--- src/rtl/axi_wr_burst_packer_if.sv ---
// Stream handshake bundle shared by the packer input and output sides.
// The master drives data/valid/last; the slave returns ready.
interface axi_wr_burst_packer_if #(
    parameter int DATA_WIDTH = 64
);
    logic [DATA_WIDTH-1:0] tdata;
    logic                  tvalid;
    logic                  tlast;
    logic                  tready;

    modport master (output tdata, tvalid, tlast, input tready);
    modport slave  (input tdata, tvalid, tlast, output tready);
endinterface

--- src/rtl/axi_wr_burst_packer.sv ---
// Burst-forming FIFO ahead of the AXI write master: output is released only
// in whole BURST_LEN-beat bursts, with partial frames padded to a burst boundary.
module axi_wr_burst_packer #(
    parameter int                    DATA_WIDTH = 64,
    parameter int                    BURST_LEN  = 16,
    parameter int                    FIFO_DEPTH = 64,
    parameter logic [DATA_WIDTH-1:0] PAD_WORD   = '0
) (
    input  logic                         S_WR_aclk,
    input  logic                         S_WR_areset,
    axi_wr_burst_packer_if.slave         s,
    axi_wr_burst_packer_if.master        m,
    output logic [$clog2(FIFO_DEPTH):0]  o_level,
    output logic                         o_padding,
    output logic [15:0]                  o_bursts
);
    localparam int AW = $clog2(FIFO_DEPTH);
    localparam int PW = AW + 1;
    localparam int BW = (BURST_LEN > 1) ? $clog2(BURST_LEN) : 1;
    localparam int CW = $clog2(FIFO_DEPTH / BURST_LEN) + 1;
    localparam logic [BW-1:0] LAST_BEAT = BW'(BURST_LEN - 1);

    typedef enum logic {ST_IN, ST_PAD} wr_state_t;

    wr_state_t             state, state_nxt;
    logic [DATA_WIDTH-1:0] mem [FIFO_DEPTH];
    logic [PW-1:0]         wr_ptr, rd_ptr;
    logic [BW-1:0]         wr_beat, rd_beat;
    logic [CW-1:0]         ready_bursts;
    logic [DATA_WIDTH-1:0] wdata;
    logic                  push, pop, full, empty, wr_last, rd_last;
    logic                  credit_inc, credit_dec;

    assign empty   = (wr_ptr == rd_ptr);
    assign full    = (wr_ptr[AW] != rd_ptr[AW]) && (wr_ptr[AW-1:0] == rd_ptr[AW-1:0]);
    assign wr_last = (wr_beat == LAST_BEAT);
    assign rd_last = (rd_beat == LAST_BEAT);
    assign o_level = wr_ptr - rd_ptr;

    always_ff @(posedge S_WR_aclk) begin
        if (S_WR_areset) begin
            state <= ST_IN;
        end else begin
            state <= state_nxt;
        end
    end

    // Write-side FSM: accept input beats, or fill the burst tail with PAD_WORD.
    always_comb begin
        state_nxt = state;
        push      = 1'b0;
        wdata     = s.tdata;
        s.tready  = 1'b0;
        o_padding = 1'b0;
        case (state)
            ST_IN: begin
                s.tready = !full && !S_WR_areset;
                push     = s.tvalid && !full && !S_WR_areset;
                if (push && s.tlast && !wr_last) begin
                    state_nxt = ST_PAD;
                end
            end
            ST_PAD: begin
                o_padding = 1'b1;
                wdata     = PAD_WORD;
                push      = !full;
                if (push && wr_last) begin
                    state_nxt = ST_IN;
                end
            end
            default: state_nxt = ST_IN;
        endcase
    end

    // A burst is only offered once its last beat is resident; after the first
    // pop the remaining beats are guaranteed present, so rd_beat != 0 suffices.
    assign m.tvalid = !empty && ((rd_beat != '0) || (ready_bursts != '0));
    assign m.tlast  = m.tvalid && rd_last;
    assign m.tdata  = mem[rd_ptr[AW-1:0]];
    assign pop      = m.tvalid && m.tready;

    assign credit_inc = push && wr_last;
    assign credit_dec = pop && (rd_beat == '0);

    always_ff @(posedge S_WR_aclk) begin
        if (push) begin
            mem[wr_ptr[AW-1:0]] <= wdata;
        end
    end

    always_ff @(posedge S_WR_aclk) begin
        if (S_WR_areset) begin
            wr_ptr       <= '0;
            rd_ptr       <= '0;
            wr_beat      <= '0;
            rd_beat      <= '0;
            ready_bursts <= '0;
            o_bursts     <= '0;
        end else begin
            if (push) begin
                wr_ptr  <= wr_ptr + PW'(1);
                wr_beat <= wr_last ? '0 : wr_beat + BW'(1);
            end
            if (pop) begin
                rd_ptr  <= rd_ptr + PW'(1);
                rd_beat <= rd_last ? '0 : rd_beat + BW'(1);
                if (rd_last) begin
                    o_bursts <= o_bursts + 16'd1;
                end
            end
            case ({credit_inc, credit_dec})
                2'b10:   ready_bursts <= ready_bursts + CW'(1);
                2'b01:   ready_bursts <= ready_bursts - CW'(1);
                default: ready_bursts <= ready_bursts;
            endcase
        end
    end
endmodule
--- src/flat_wrapper.sv ---
// flat-port wrapper written by rule: the top's interface ports become plain ports
module axi_wr_burst_packer_flat 
#(
    parameter int                    DATA_WIDTH = 64,
    parameter int                    BURST_LEN  = 16,
    parameter int                    FIFO_DEPTH = 64,
    parameter logic [DATA_WIDTH-1:0] PAD_WORD   = '0
)
  (S_WR_aclk, S_WR_areset, o_level, o_padding, o_bursts, s_tdata, s_tvalid, s_tlast, s_tready, m_tdata, m_tvalid, m_tlast, m_tready);
  axi_wr_burst_packer_if #(.DATA_WIDTH(DATA_WIDTH)) s_i ();
  axi_wr_burst_packer_if #(.DATA_WIDTH(DATA_WIDTH)) m_i ();
  input  logic S_WR_aclk;
  input  logic S_WR_areset;
  output logic [$clog2(FIFO_DEPTH):0] o_level;
  output logic o_padding;
  output logic [15:0] o_bursts;
  input wire logic [$bits(s_i.tdata)-1:0] s_tdata;
  input wire logic [$bits(s_i.tvalid)-1:0] s_tvalid;
  input wire logic [$bits(s_i.tlast)-1:0] s_tlast;
  output wire logic [$bits(s_i.tready)-1:0] s_tready;
  output wire logic [$bits(m_i.tdata)-1:0] m_tdata;
  output wire logic [$bits(m_i.tvalid)-1:0] m_tvalid;
  output wire logic [$bits(m_i.tlast)-1:0] m_tlast;
  input wire logic [$bits(m_i.tready)-1:0] m_tready;
  assign s_i.tdata = s_tdata;
  assign s_i.tvalid = s_tvalid;
  assign s_i.tlast = s_tlast;
  assign s_tready = s_i.tready;
  assign m_tdata = m_i.tdata;
  assign m_tvalid = m_i.tvalid;
  assign m_tlast = m_i.tlast;
  assign m_i.tready = m_tready;
  axi_wr_burst_packer #(.DATA_WIDTH(DATA_WIDTH), .BURST_LEN(BURST_LEN), .FIFO_DEPTH(FIFO_DEPTH), .PAD_WORD(PAD_WORD)) u_core (.S_WR_aclk(S_WR_aclk), .S_WR_areset(S_WR_areset), .s(s_i), .m(m_i), .o_level(o_level), .o_padding(o_padding), .o_bursts(o_bursts));
endmodule
--- config.mk ---
export PLATFORM = sky130hd
export DESIGN_NAME = axi_wr_burst_packer_flat
export DESIGN_NICKNAME = d
export VERILOG_FILES = /design/src/rtl/axi_wr_burst_packer_if.sv /design/src/rtl/axi_wr_burst_packer.sv /design/src/flat_wrapper.sv
export SDC_FILE = /design/constraint.sdc
export NUM_CORES = 2
export LEC_CHECK = 0
export CAP_MARGIN = 20
export CORE_ASPECT_RATIO = 1.5
export CORE_UTILIZATION = 62
export DETAILED_ROUTE_END_ITERATION = 10
export PLACE_DENSITY_LB_ADDON = 0.2
export SLEW_MARGIN = 10
export SYNTH_ARGS = -nofsm -noshare
export SYNTH_HDL_FRONTEND = slang
export SYNTH_SLANG_ARGS = --single-unit
--- constraint.sdc ---
create_clock -name S_WR_aclk -period 11.3 [get_ports S_WR_aclk]
set_clock_uncertainty 0.2 [all_clocks]
set_input_delay 1.13 -clock S_WR_aclk [delete_from_list [all_inputs] [get_ports S_WR_aclk]]
set_output_delay 1.13 -clock S_WR_aclk [all_outputs]
set_load 0.005 [all_outputs]
==> results.toml <==
[floorplanning]
pin_count = 160
die_w_um = 412
rows = 225
start_util_pct = 62.5
dieArea_mm2 = 0.255
core_area_mm2 = 0.251
die_y_um = 618

[routing]
vias = 81300
drt_iter0_drc = 13800
wl_mm = 460
viasPerCell = 7.49
firstDrtPassIters = 6
drtAntennaViolNets = 0
drc = 0
wire_per_inst_um = 42.4

[timing]
fin_crit_ns = 7.54
setup_tns_ns = 0
post-route-period-util_pct = 66.7
fmax_ghz = 0.133
worst_slew_pin_slew_ns = 1.24
finalSetupViolCount = 0
slew_headroom_pct = 17.1
finalHoldViolations = 0
drv_slew = 0
rsz0062_at_grt = "no"

[cts]
clkLatencyLatePin_ns = 0.92
cts_tree = "yes"
cts_max_path_buffers = 4
cts_num_sinks = 4144
ctsResizeCount = 0
htree_levels = 5
root_buffer = "clkbuf_16"
clkTransAtPathRegs_ns = 0.06
cts_buffers = 361
postCtsHoldBufs = 0
cts_setup_buffers = 0

[grt]
grt_pass1_wl_mm = 625
grt_overflow = 0
grt_antenna_before_repair = 21
grt_pass1_vias = 79500
grt_use_total_pct = 36.3
grt_start_max_net_pins = 119

[synthesis]
synth_area_mm2 = 0.157
synth-seq-cells = 4144
syn_inst = 6835
synth_nets = 6919
synth_ff_type = "edfxtp_1"
yosysUniqueCellTypes = 47
ys_warn_count = 0
syn_avg_cell_area_um2 = 22.9
synth_edf_count = 4096
synth-seq-area-share_pct = 79.1
ys_async_sr_fraction_pct = 0

[layout]
seqCellArea_mm2 = 0.124
fin_util_pct = 70.3
multi_input_area_mm2 = 0.0320
syn2layout_area_growth_pct = 12.5
mostFrequentLayoutCell = "edfxtp_1"
final_cell_mix = "4096 x edfxtp_1, 1015 x mux4_2, 369 x clkbuf_16, 299 x o22ai_1, 222 x buf_4"
finish.net_count = 7338
fillers = 14200
drive_gt1_share_pct = 26.2

[flow_run]
maxCapViolCount = 0

[placement]
hpwl_mm = 247
portBuffers = 159
place_congestion = 0.835

[setup_path]
crit_required_ns = 9.97
critPathKind = "flop to output pin"
crit_arrival_ns = 6.21
worst-path-max-fanout = 66
setup.worst_path.end_class = "output pin"
slowest_stage = "nor4_1"
setup.worst_path.start_class = "flop"
path_cells = "buf_4 > nor2b_1 > buf_4 > nand2b_4 > buf_4 > buf_4 > o22ai_1 > nor4_1 > buf_4 > o22a_1 > clkdlybuf4s50_1"
path_common_cell = "buf_4"
max_stage_delay_ns = 0.74

[power]
power_density_mw_per_mm2 = 171
power.leakage_nw = 53.1
ir_drop_uv = 177

[min_path]
min-delay-path-class = "flop to flop"

[status]
status = "finished, final reports clean"
[stage by stage]
stage          area [µm²]  total power, mW  hold WS (ns)  instances  setup WS, ns
3_3_place_gp       164000             18.0         0.266      10100          4.72
2_1_floorplan      157000             17.7         0.254       6835          2.06
4_1_cts            176000             30.2         0.313      10800          3.77
6_report           176000             30.2         0.315      10800          3.76
3_5_place_dp       164000             18.0         0.303      10200          4.79
5_1_grt            176000             30.8         0.350      10800          3.77
[flip-flops by register name (all words and copies together), names as in the netlist, named ones only]
signal and count:
u_core.mem 4096, u_core.state 1, u_core.ready_bursts 3, u_core.rd_beat 4, u_core.wr_beat 4, u_core.rd_ptr 7
u_core.wr_ptr 7, u_core.o_bursts 16
[final timing paths]
kind | from | end | slack [ns] | cells after the start
setup / recovery | flop | m_tdata[49] | 3.76 | 11
hold / removal | u_core.rd_beat[1] | u_core.rd_beat[1] | 0.31 | 2
setup reg to reg | u_core.state | u_core.mem[53][17] | 5.58 | 8
hold reg to reg | u_core.rd_beat[1] | u_core.rd_beat[1] | 0.31 | 2
[synth_stat cells (13+ instances only)]
cell type     n  area share, %
o22a_1       51           0.29
o21ai_0      70           0.22
inv_1        16          0.038
ha_1         13           0.10
mux2i_1      84           0.54
a21oi_1      91           0.29
buf_1        35          0.084
buf_4        30           0.14
dfxtp_1      48           0.61
nor3_1       60           0.19
edfxtp_1   4096             79
nand2_1      59           0.14
nor4_1       57           0.23
o221ai_1     57           0.32
nor2_1      182           0.44
clkbuf_1    161           0.39
o22ai_1     299            1.2
nor2b_1      83           0.33
nand3_1      19          0.061
mux4_2     1015             15
buf_2       153           0.49
a22oi_1      22           0.11
xor2_1       25           0.14
nand2b_1     17          0.068
[kinds of logic (layout without fill, tap and decap cells)]
logic type / after synthesis / in the layout / share of synthesized area (%)
simple gates: 518 / 518 / 1.64
fa+ha+maj: 15 / 15 / 0.129
buf+inv: 396 / 1102 / 1.15
flops: 4144 / 4144 / 79.1
mux: 1110 / 1110 / 15.2
compound gates: 616 / 616 / 2.55
other cells: 0 / 12 / 0
xor+xnor: 36 / 36 / 0.201
[worst max-delay path: cells and delay by family (launching register included)]
kind	cells	cell delay (ns)
flops	1	0.39
simple gates	3	1.15
buf+inv	6	3.13
compound gates	2	0.55
[area by class of cell]
cell class                      count  area share (%)
Tap cell                         3291            2.34
Timing Repair Buffer              436            2.52
Clock buffer                      439            5.40
Sequential cell                  4144            70.3
Antenna cell                       12          0.0170
Multi-Input combinational cell   2295            18.1
Clock inverter                    211            1.23
Inverter                           16          0.0341
[where the power goes]
part	switching (mW)	internal [mW]
Sequential	0.0145	17.0
Clock	5.51	6.94
Combinational	0.525	0.193
[layer usage]
layer  part of all wire, %  vias to the layer above  GRT usage (%)
met4                   6.7                       10           20.3
met1                    32                    42600           46.3
li1                      -                    30100              -
met3                    12                     1480           8.18
met2                    49                     7062           58.2
met5                 0.012                        -              0
(Power assumes the default switching activity.)
